[src/rtl/jtvigil_pkg.sv]
//============================================================================
// jtvigil_pkg: shared FSM encoding and defaults for the sound command path
// Rev 1.0
//============================================================================
`default_nettype none

package jtvigil_pkg;

    typedef enum logic [1:0] {
        IDLE     = 2'd0,
        WAIT_ACK = 2'd1,
        RELEASE  = 2'd2
    } state_t;

    localparam logic [15:0] JTVIGIL_SNDCMD_TO_DFLT = 16'd4096;

endpackage

`default_nettype wire

[src/rtl/jtvigil_sndcmd_fifo.sv]
//============================================================================
// jtvigil_sndcmd_fifo: register-based byte FIFO, depth 2^AW
// Rev 1.0
//============================================================================
`default_nettype none

module jtvigil_sndcmd_fifo #(
    parameter int AW = 2
) (
    input  logic       clk,
    input  logic       rst_n,
    input  logic       i_push,
    input  logic [7:0] i_din,
    input  logic       i_pop,
    output logic [7:0] o_dout,
    output logic       o_full,
    output logic       o_empty
);

    localparam int          C_DEPTH   = 2**AW;
    localparam logic [AW:0] C_PTR_ONE = {{AW{1'b0}}, 1'b1};

    logic [AW:0] r_wr_ptr;
    logic [AW:0] r_rd_ptr;
    logic [7:0]  r_mem [C_DEPTH];

    logic w_full;
    logic w_empty;
    logic w_pop_ok;
    logic w_push_ok;

    // Extra MSB tells a wrapped-full FIFO apart from an empty one
    assign w_empty   = (r_wr_ptr == r_rd_ptr);
    assign w_full    = (r_wr_ptr[AW] != r_rd_ptr[AW]) &&
                       (r_wr_ptr[AW-1:0] == r_rd_ptr[AW-1:0]);
    assign w_pop_ok  = i_pop & ~w_empty;
    // A pop on the same edge frees the slot the push is about to take
    assign w_push_ok = i_push & (~w_full | w_pop_ok);

    always_ff @(posedge clk or negedge rst_n) begin
        if (!rst_n) begin
            r_wr_ptr <= '0;
            r_rd_ptr <= '0;
        end else begin
            if (w_push_ok) r_wr_ptr <= r_wr_ptr + C_PTR_ONE;
            if (w_pop_ok)  r_rd_ptr <= r_rd_ptr + C_PTR_ONE;
        end
    end

    always_ff @(posedge clk or negedge rst_n) begin
        if (!rst_n) begin
            for (int i = 0; i < C_DEPTH; i++) r_mem[i] <= '0;
        end else if (w_push_ok) begin
            r_mem[r_wr_ptr[AW-1:0]] <= i_din;
        end
    end

    assign o_dout  = r_mem[r_rd_ptr[AW-1:0]];
    assign o_full  = w_full;
    assign o_empty = w_empty;

endmodule

`default_nettype wire

[src/rtl/jtvigil_sndcmd.sv]
//============================================================================
// jtvigil_sndcmd: main-CPU sound command transmitter with ack handshake.
// Optional ack timeout enabled by defining JTVIGIL_SNDCMD_TIMEOUT_EN.
// Rev 1.0
//============================================================================
`default_nettype none

module jtvigil_sndcmd
    import jtvigil_pkg::*;
#(
    parameter int          AW      = 2,
    parameter logic [15:0] TIMEOUT = JTVIGIL_SNDCMD_TO_DFLT
) (
    input  logic       clk,
    input  logic       rst_n,
    input  logic       cen,
    input  logic       main_wr,
    input  logic [7:0] main_din,
    input  logic       snd_ack,
    input  logic       flag_clr,
    output logic       latch_wr,
    output logic [7:0] latch_dout,
    output logic       busy,
    output logic       full,
    output logic       ovf,
    output logic       tout
);

    state_t     r_state;
    logic       r_main_wr_l;
    logic       r_latch_wr;
    logic [7:0] r_latch_dout;
    logic       r_ovf;

    logic       w_rise;
    logic       w_pop;
    logic       w_drop;
    logic       w_to_hit;
    logic [7:0] w_head;
    logic       w_full;
    logic       w_empty;

    assign w_rise = main_wr & ~r_main_wr_l;
    assign w_pop  = (r_state == IDLE) & ~w_empty;
    assign w_drop = w_rise & w_full & ~w_pop;

    jtvigil_sndcmd_fifo #(
        .AW      (AW)
    ) u_fifo (
        .clk     (clk),
        .rst_n   (rst_n),
        .i_push  (w_rise),
        .i_din   (main_din),
        .i_pop   (w_pop),
        .o_dout  (w_head),
        .o_full  (w_full),
        .o_empty (w_empty)
    );

`ifdef JTVIGIL_SNDCMD_TIMEOUT_EN
    logic [15:0] r_to_cnt;
    logic        r_tout;

    assign w_to_hit = (r_state == WAIT_ACK) & ~snd_ack & (r_to_cnt >= TIMEOUT);

    // Cleared on each send so every command gets a full window
    always_ff @(posedge clk or negedge rst_n) begin
        if (!rst_n) begin
            r_to_cnt <= '0;
        end else if (w_pop) begin
            r_to_cnt <= '0;
        end else if (r_state == WAIT_ACK && cen && !w_to_hit) begin
            r_to_cnt <= r_to_cnt + 16'd1;
        end
    end

    always_ff @(posedge clk or negedge rst_n) begin
        if (!rst_n) begin
            r_tout <= 1'b0;
        end else if (w_to_hit) begin
            r_tout <= 1'b1;
        end else if (flag_clr) begin
            r_tout <= 1'b0;
        end
    end

    assign tout = r_tout;
`else
    logic w_unused_to;

    assign w_unused_to = ^{TIMEOUT, cen};
    assign w_to_hit    = 1'b0;
    assign tout        = 1'b0;
`endif

    always_ff @(posedge clk or negedge rst_n) begin
        if (!rst_n) begin
            r_state      <= IDLE;
            r_main_wr_l  <= 1'b0;
            r_latch_wr   <= 1'b0;
            r_latch_dout <= '0;
        end else begin
            r_main_wr_l <= main_wr;
            r_latch_wr  <= 1'b0;
            case (r_state)
                IDLE: begin
                    if (!w_empty) begin
                        r_latch_dout <= w_head;
                        r_latch_wr   <= 1'b1;
                        r_state      <= WAIT_ACK;
                    end
                end
                WAIT_ACK: begin
                    if (snd_ack) begin
                        r_state <= RELEASE;
                    end else if (w_to_hit) begin
                        r_state <= IDLE;
                    end
                end
                // A long ack access must fall before the next byte goes out
                RELEASE: begin
                    if (!snd_ack) r_state <= IDLE;
                end
                default: r_state <= IDLE;
            endcase
        end
    end

    always_ff @(posedge clk or negedge rst_n) begin
        if (!rst_n) begin
            r_ovf <= 1'b0;
        end else if (w_drop) begin
            r_ovf <= 1'b1;
        end else if (flag_clr) begin
            r_ovf <= 1'b0;
        end
    end

    assign latch_wr   = r_latch_wr;
    assign latch_dout = r_latch_dout;
    assign busy       = ~w_empty | (r_state != IDLE);
    assign full       = w_full;
    assign ovf        = r_ovf;

endmodule

`default_nettype wire

[config.mk]
export PLATFORM = sky130hd
export DESIGN_NAME = jtvigil_sndcmd
export DESIGN_NICKNAME = d
export VERILOG_FILES = /design/src/rtl/jtvigil_pkg.sv /design/src/rtl/jtvigil_sndcmd_fifo.sv /design/src/rtl/jtvigil_sndcmd.sv
export SDC_FILE = /design/constraint.sdc
export NUM_CORES = 1
export LEC_CHECK = 0
export BUFFER_PORTS_ARGS = -buffer_cell sky130_fd_sc_hd__buf_2
export CAP_MARGIN = 15
export CORE_MARGIN = 1
export CORE_UTILIZATION = 60
export CTS_BUF_LIST = sky130_fd_sc_hd__clkbuf_4
export CTS_CLUSTER_SIZE = 8
export DETAILED_ROUTE_END_ITERATION = 6
export PLACE_DENSITY_LB_ADDON = 0.1
export SLEW_MARGIN = 5
export SYNTH_ARGS = -nofsm -noshare
export SYNTH_HDL_FRONTEND = slang
export SYNTH_SLANG_ARGS = --single-unit
[constraint.sdc]
create_clock -name clk -period 4.7 [get_ports clk]
set_clock_uncertainty 0.05 [all_clocks]
set_input_delay 0.47 -clock clk [delete_from_list [all_inputs] [get_ports clk]]
set_output_delay 0.47 -clock clk [all_outputs]
set_load 0.02 [all_outputs]
==> results of run 1 <==
## layer usage
layer,routed length [um],track usage,part of all wire,vias to the layer above
li1,-,-,-,599
met1,1848,0.2990,0.46,652
met2,2000,0.3582,0.50,24
met3,120,0.06771,0.030,4
met4,31,0.04891,0.0078,0
met5,0,0,0,-
## layout make-up
cell class	instances	share of cell area
Sequential cell	51	0.4855
Multi-Input combinational cell	86	0.4041
Timing Repair Buffer	27	0.05997
Tap cell	48	0.02285
Clock buffer	6	0.01713
Inverter	4	0.005712
Clock inverter	2	0.004760
## per-stage QoR
step | std cells | setup WS [ps] | hold WS [ps] | area [um2] | total power, mW
floorplan | 148 | 2943 | 124.4 | 2417 | 1.580
finish | 224 | 2044 | 217.4 | 2629 | 1.912
detailed placement | 214 | 2369 | 440.2 | 2541 | 1.736
global placement | 214 | 2394 | 420.4 | 2541 | 1.681
global route | 224 | 1843 | 185.8 | 2629 | 2.055
CTS | 222 | 2001 | 201.5 | 2599 | 1.930
## worst max-delay path, stage by stage, from the launching register on
cell	delay (ps)
dfrtp_1	660
xnor2_2	690
and3_2	270
buf_2	150
## how the worst min path moves through the flow
stage | start | endpoint | slack (ps) | depth (start not counted)
after CTS | main_wr | r_main_wr_l | 200 | 1
final | main_wr | r_main_wr_l | 220 | 1
after global routing | main_wr | r_main_wr_l | 190 | 1
after global placement | r_state[1] | r_state[0] | 420 | 1
after floorplan | rst_n | latch_dout[0] | 120 | 0
after detailed placement | r_state[1] | r_state[0] | 440 | 1
## power groups by stage
stage          clock network (mW)  logic [mW]  registers [mW]
6_report                    0.198       0.874           0.840
5_1_grt                     0.226       0.953           0.876
4_1_cts                     0.203       0.883           0.843
3_5_place_dp                    0       0.881           0.855
3_3_place_gp                    0       0.849           0.832
2_1_floorplan                   0       0.757           0.823
## timing repair
| action | CTS | global route |
|---|---|---|
| hold buffers | 0 | 1 |
| buffers inserted | 0 | 0 |
| endpoints found under the setup margin | 0 | 0 |
| hold endpoints to repair | 0 | 12 |
## kinds of logic (layout without fill, tap and decap cells)
logic type | Yosys count | count (layout)
flip-flops | 51 | 51
buffers and inverters | 11 | 39
adder cells (fa/ha/maj) | 5 | 5
XOR/XNOR | 9 | 9
multiplexers | 50 | 50
AO/OA/AOI/OAI | 9 | 9
other | 1 | 1
AND/OR/NAND/NOR | 12 | 12
## registers in the layout, indices dropped and copies added (netlist names)
name             count
u_fifo.r_rd_ptr      3
u_fifo.r_mem        32
r_state              2
ovf                  1
r_main_wr_l          1
u_fifo.r_wr_ptr      3
latch_wr             1
latch_dout           8
## cells in the mapped netlist (all sizes together) (2+ instances only)
cell type	n	area share
xor2	5	0.026
buf	7	0.026
a41oi	5	0.049
xnor2	4	0.021
inv	4	0.0062
nand4	2	0.0052
nand3b	4	0.012
mux4	8	0.075
dfrtp	51	0.53
ha	5	0.026
mux2	42	0.20
## placed cells by master, fill, tap and decap left out
master / instances
nand2b_1: 1
xnor2_1: 2
clkbuf_4: 6
clkinvlp_4: 1
xor2_4: 1
buf_4: 1
buf_2: 24
and4b_1: 1
o22ai_1: 1
mux2_2: 42
xnor2_2: 2
ha_1: 5
and2_1: 1
buf_12: 1
conb_1: 1
a31oi_1: 1
and3_2: 1
nand3b_1: 4
dfrtp_1: 51
a311oi_1: 1
nand4_1: 2
dlygate4sd3_1: 1
xor2_1: 4
or2_2: 1
clkinv_2: 1
a41oi_1: 1
a211oi_1: 1
a41oi_4: 4
inv_1: 4
nor2_1: 1
mux4_2: 8
==> metrics.txt, run 1 <==
Simple-Gate Fraction of Synth Area=0.03416; final worst-path cycle share=0.5651; CTS tree=built; area occupied by multi-input gates=1062 um2; Worst-path clk slew=140 ps; initial antenna violation count=0; # DRC=0; crit start category=register; final setup violation count=0; number of synthesized flops with an enable pin=0; Sw Share=0.3814; final hold vios=0; status=finished clean; Synth cell types=26; final slew viol count=0; P&R area growth vs syn=8.747%; Nets=194; post-synthesis mux area share=0.2702; H-tree depth=2; Most used DFF post-synth=dfrtp_1; GRT Total Usage=0.2226; Initial Util=0.6410; largest family of logic cells by synthesized area=multiplexers; syn_area_per_cell=16.33 um2; Worst Setup EP=full; Max Buffers Root-to-Sink=2; Synth Cell Area=2417 um2; worst-margin pin slew=720.0 ps; max-cap check violation count=0; internal power=1.183 mW; crit-path max FO=11; critical path capture point type=primary output; register area share after synthesis=0.5280; Initial DRC Count=77; first-pass GRT wire length=6.672 mm; Adder-Cell Fraction of Synth Area=0.02588; ys async rst share=1.000; Reg2Reg Depth=3; vias in the first global route=1370; post-route setup TNS=0 ps; die area=4287 um2; CP startpoint=u_fifo.r_rd_ptr[0]; Horiz. Die Dim=65.48 um; xor-xnor portion of the synthesized cell area=0.04658; Num CTS Buffers=5; yosys warns=0; cell count after synthesis=148; GPL Wtd Cong=0.7088; critical path data arrival time=2140 ps; n_diodes=0; crit path time final=2656 ps; clk_lat worst skew=360 ps; drt pass-1 iters=4; NetSw=0.7293 mW; std cell rows=22; share of post-route cells with drive strength above 1=0.5284; Fill cells=248; CP Data Required Time=4180 ps; Synth Area in Compound Gates=0.06108; setup slack, reg-to-reg=2410 ps; post-detail-place hpwl=2.717 mm; CP Class=register to primary output; P_leak=1.130 nW; DR vias/cell=5.710; Synth Net Count=167; Die H=65.48 um; Clk pwr share=0.104; PortBufs=24; PD cells=727.4 nW/um2; maximum vdd drop=0.4269 mV; routed vias=1279; root buf cell=clkbuf_4; Hold/Removal Path Class=primary input to register; post-cts resize count=0; RSZ-0062 raised after global routing=false; Detail Route Antenna Nets=0; wire length per cell=17.86 um; Storage cell area=1276 um2; Reg-to-Reg End=u_fifo.r_mem[7]; GRT Residual Overflow=0; Fmax=0.3765 GHz; final design utilization=0.6971; # clock sinks=51; reg2reg start=u_fifo.r_rd_ptr[0]; WL final=4.000 mm; largest net degree at the start of global routing=52; Slew headroom=0.5176; Core Area=3771 um2; Yosys reg bits=51; Logic pwr share=0.457; I/O pin total=27; Seq pwr share=0.440
(Power assumes the default switching activity.)
==> inputs of run 2 (changes only) <==
Clock period 4.7 ns to 2.7 ns, I/O delays scaled along.
==> metrics.txt, run 2 (synthesis results as in run 1) <==
register bank with the most flops=u_fifo.r_mem; Seq pwr share=0.418 (-0.022); std cell rows=22 (unchanged); # DRC=0 (unchanged); largest net degree at the start of global routing=52 (unchanged); initial antenna violation count=0 (unchanged); post-route setup TNS=0 ps (unchanged); routed vias=1298 (+1.5%); P_leak=1.140 nW (+0.86%); CP Data Required Time=2380 ps (-1800 ps); critical path data arrival time=1930 ps (-210 ps); Sw Share=0.3840 (+0.002598); area occupied by multi-input gates=1062 um2 (unchanged); Horiz. Die Dim=65.48 um (unchanged); P&R area growth vs syn=9.213%; Nets=196 (+1.0%); n_diodes=0 (unchanged); crit-path max FO=11 (unchanged); I/O pin total=27 (unchanged); status=finished clean; final slew viol count=0 (unchanged); Slew headroom=0.4920 (-0.02563); Max Buffers Root-to-Sink=2 (unchanged); Num CTS Buffers=5 (unchanged); final worst-path cycle share=0.8336; first-pass GRT wire length=6.782 mm (+1.6%); GPL Wtd Cong=0.6865 (-3.1%); most common cell after layout, fill and taps aside=dfrtp_1; final setup violation count=0 (unchanged); RSZ-0062 raised after global routing=false; maximum vdd drop=0.5759 mV (+35%); CTS tree=built; max-cap check violation count=0 (unchanged); clk_lat worst skew=340 ps (-20 ps); Core Area=3771 um2 (unchanged); Fmax=0.4443 GHz; post-cts resize count=0 (unchanged); max reg flops=32 (unchanged); Logic pwr share=0.489 (+0.032); post-detail-place hpwl=2.847 mm (+4.8%); # clock sinks=51 (unchanged); PortBufs=24 (unchanged); critical path capture point type=primary output; share of post-route cells with drive strength above 1=0.5254 (-0.002985); WL final=4.221 mm (+5.5%); worst-margin pin slew=758.3 ps (+38.25 ps); CP Class=register to primary output; GRT Residual Overflow=0 (unchanged); most frequent cells in the layout=51 x dfrtp_1, 42 x mux2_2, 24 x buf_2; drt pass-1 iters=4 (unchanged); Hold/Removal Path Class=primary input to register; H-tree depth=2 (unchanged); internal power=2.065 mW (+75%); worst slack, placed=617.6 ps (-1752 ps); Clk pwr share=0.093 (-0.011); PD cells=1270 nW/um2 (+75%); wire length per cell=18.76 um (+5.1%); crit start category=register; Fill cells=275 (+11%); NetSw=1.287 mW (+76%); postcts setup bufs=0 (unchanged); crit path time final=2251 ps; die area=4287 um2 (unchanged); Worst-path clk slew=120 ps (-20 ps); Storage cell area=1276 um2 (unchanged); Detail Route Antenna Nets=0 (unchanged); final hold vios=0 (unchanged); Die H=65.48 um (unchanged); Initial Util=0.6410 (unchanged); Initial DRC Count=38 (-51%); DR vias/cell=5.769 (+1.0%); final worst setup slack=449.2 ps (-1595 ps); GRT Total Usage=0.2225 (about the same); hold buffer count at CTS=0 (unchanged); root buf cell=clkbuf_4; vias in the first global route=1408 (+2.8%)
## run 2: path summary, 6_finish.rpt
check	startpoint	to	slack [ps]	depth (start not counted)
worst max-delay path	u_fifo.r_wr_ptr[1]	full	450	3
worst min-delay path	main_wr	r_main_wr_l	50	1
worst max register to register	u_fifo.r_wr_ptr[1]	u_fifo.r_mem[0]	610	3
worst min register to register	latch_dout[2]	latch_dout[2]	470	1
max in group asynchronous	rst_n	latch_dout[0]	1630	3
min in group asynchronous	rst_n	r_state[1]	420	2
## run 2: metal layers
metal / track usage / vias up / part of all wire
li1: - / 599 / -
met4: 0.08152 / 0 / 0.015
met3: 0.03993 / 7 / 0.025
met5: 0 / - / 0
met1: 0.2855 / 669 / 0.44
met2: 0.3776 / 23 / 0.52
## run 2: worst max-delay path: stages (launching register included)
cell	delay [ps]
dfrtp_1	490
xnor2_2	650
and3_2	300
buf_2	160
## run 2: metrics by stage
stage	hold WS [ps]	util	std cells	total power [mW]	area, um2
after detailed placement	401.5	0.6778	216	3.071	2556
final	46.24	0.7001	225	3.352	2640
after global routing	8.605	0.7001	225	3.575	2640
after global placement	393.7	0.6778	216	2.949	2556
after floorplan	-75.59	-	148	2.750	2417
after CTS	17.92	0.6901	223	3.381	2603
## run 2: cell type report
| class | instances | area share |
|---|---|---|
| Clock inverter | 2 | 0.003318 |
| Clock buffer | 5 | 0.01422 |
| Inverter | 4 | 0.005687 |
| Tap cell | 48 | 0.02275 |
| Multi-Input combinational cell | 86 | 0.4024 |
| Timing Repair Buffer | 29 | 0.06825 |
| Sequential cell | 51 | 0.4834 |
## run 2: power by group through the flow
stage	Clock (mW)	Combinational [mW]	Sequential [mW]
2_1_floorplan	0	1.32	1.43
3_3_place_gp	0	1.57	1.38
3_5_place_dp	0	1.65	1.42
4_1_cts	0.325	1.65	1.40
5_1_grt	0.362	1.77	1.45
6_report	0.311	1.64	1.40
==> inputs of run 3 (changes only) <==
Clock period 2.7 ns to 2.3 ns, I/O delays scaled along.
==> metrics.txt, run 3 (synthesis results as in run 1) <==
GRT Residual Overflow=0 (unchanged); H-tree depth=2 (unchanged); final design utilization=0.7127 (+0.01261); Initial Util=0.6410 (unchanged); CP Cell Sequence=xnor2_4, buf_4, and3_2, buf_2; max reg flops=32 (unchanged); worst-margin pin slew=802.1 ps (+43.82 ps); WL final=4.213 mm (-0.19%); P&R area growth vs syn=11.18%; maximum vdd drop=0.9006 mV (+56%); share of post-route cells with drive strength above 1=0.5246 (-0.0008336); first-pass GRT wire length=7.065 mm (+4.2%); max incr delay on CP=500 ps (-150 ps); PortBufs=24 (unchanged); initial antenna violation count=0 (unchanged); DR vias/cell=5.810 (+0.70%); crit-path max FO=7 (-4); GPL Wtd Cong=0.7175 (+4.5%); RSZ-0062 raised after global routing=false; most common cell after layout, fill and taps aside=dfrtp_1; I/O pin total=27 (unchanged); Worst-path clk slew=140 ps (+20 ps); Fill cells=252 (-8.4%); final slew viol count=0 (unchanged); CP max stage cell=dfrtp_1; post-detail-place hpwl=2.965 mm (+4.2%); crit start category=register; root buf cell=clkbuf_4; postcts setup bufs=0 (unchanged); PD cells=1508 nW/um2 (+19%); clk_lat worst skew=350 ps (about the same); P_leak=1.156 nW (+1.4%); Detail Route Antenna Nets=0 (unchanged); post-route setup TNS=0 ps (unchanged); std cell rows=22 (unchanged); final hold vios=0 (unchanged); critical path capture point type=primary output; critical path data arrival time=1790 ps (-140 ps); # clock sinks=51 (unchanged); final setup violation count=0 (unchanged); Die H=65.48 um (unchanged); status=finished clean; Fmax=0.4837 GHz; CP Class=register to primary output; Max Buffers Root-to-Sink=2 (unchanged); CP Data Required Time=2020 ps (-360 ps); crit path time final=2067 ps; final worst-path cycle share=0.8989; largest net degree at the start of global routing=39 (-25%); die area=4287 um2 (unchanged); Num CTS Buffers=5 (unchanged); register bank with the most flops=u_fifo.r_mem; Initial DRC Count=42 (+11%); most frequent cells in the layout=51 x dfrtp_1, 42 x mux2_2, 24 x buf_2; Core Area=3771 um2 (unchanged); max-cap check violation count=0 (unchanged); routed vias=1342 (+3.4%); Slew headroom=0.4653 (-0.02672); Nets=201 (+2.6%); vias in the first global route=1461 (+3.8%); GRT Total Usage=0.2292 (+0.006665); wire length per cell=18.24 um (-2.8%); Horiz. Die Dim=65.48 um (unchanged); n_diodes=0 (unchanged); # DRC=0 (unchanged); Hold/Removal Path Class=primary input to register; drt pass-1 iters=4 (unchanged); CTS tree=built
==> run 3: metal layers <==
| layer | GRT usage | vias up | part of all wire |
|---|---|---|---|
| met5 | 0 | - | 0 |
| li1 | - | 616 | - |
| met1 | 0.3111 | 690 | 0.44 |
| met3 | 0.03646 | 7 | 0.036 |
| met2 | 0.3802 | 29 | 0.51 |
| met4 | 0.07337 | 0 | 0.015 |
==> run 3: timing repair <==
item                                    CTS  global route
endpoints found under the hold margin    40             0
resized for setup                         0             1
endpoints found under the setup margin    0             1
hold buffers                              4             0
==> run 3: power breakdown <==
part	switching [mW]	internal (mW)	leakage (nW)	total [mW]
clock network	0.273	0.118	0.0288	0.391
logic	0.978	1.03	0.512	2.01
registers	0.306	1.34	0.615	1.65
==> run 3: final timing paths <==
check                                        start               end  slack [ps]  cells past startpoint
worst min register to register          r_state[1]        r_state[0]         460                      1
worst min-delay path                   main_din[5]   u_fifo.r_mem[5]          80                      2
min in group asynchronous                    rst_n  u_fifo.r_mem[11]         430                      2
worst max-delay path            u_fifo.r_wr_ptr[0]              full         230                      4
worst max register to register  u_fifo.r_wr_ptr[0]  u_fifo.r_mem[12]         360                      5
max in group asynchronous                    rst_n   u_fifo.r_mem[8]        1080                      3
==> run 3: layout make-up <==
type | instances | area, um2 | area share
clock inverters | 3 | 20.02 | 0.007449
clock buffers | 5 | 37.54 | 0.01397
repair buffers | 34 | 205.2 | 0.07635
well taps | 48 | 60.06 | 0.02235
inverters | 4 | 15.01 | 0.005587
flip-flops and latches | 51 | 1276 | 0.4749
multi-input cells | 86 | 1074 | 0.3994
==> run 3: stage by stage <==
stage	cells	area, um2	total power, mW	hold WS (ps)	worst slack [ps]
floorplan	148	2417	3.229	-115.6	542.8
detailed placement	219	2579	3.674	310.2	386.7
CTS	231	2676	4.064	71.78	38.50
global route	231	2688	4.325	67.25	149.4
finish	231	2688	4.053	77.47	232.5
global placement	219	2579	3.527	289.8	412.8
==> run 3: critical path, delay by kind of cell, from the launching register on <==
family | cells | cell delay [ps]
DFF | 1 | 500
xor gates and xnor gates | 1 | 400
and+or+nand+nor | 1 | 170
buffers and inverters | 2 | 370
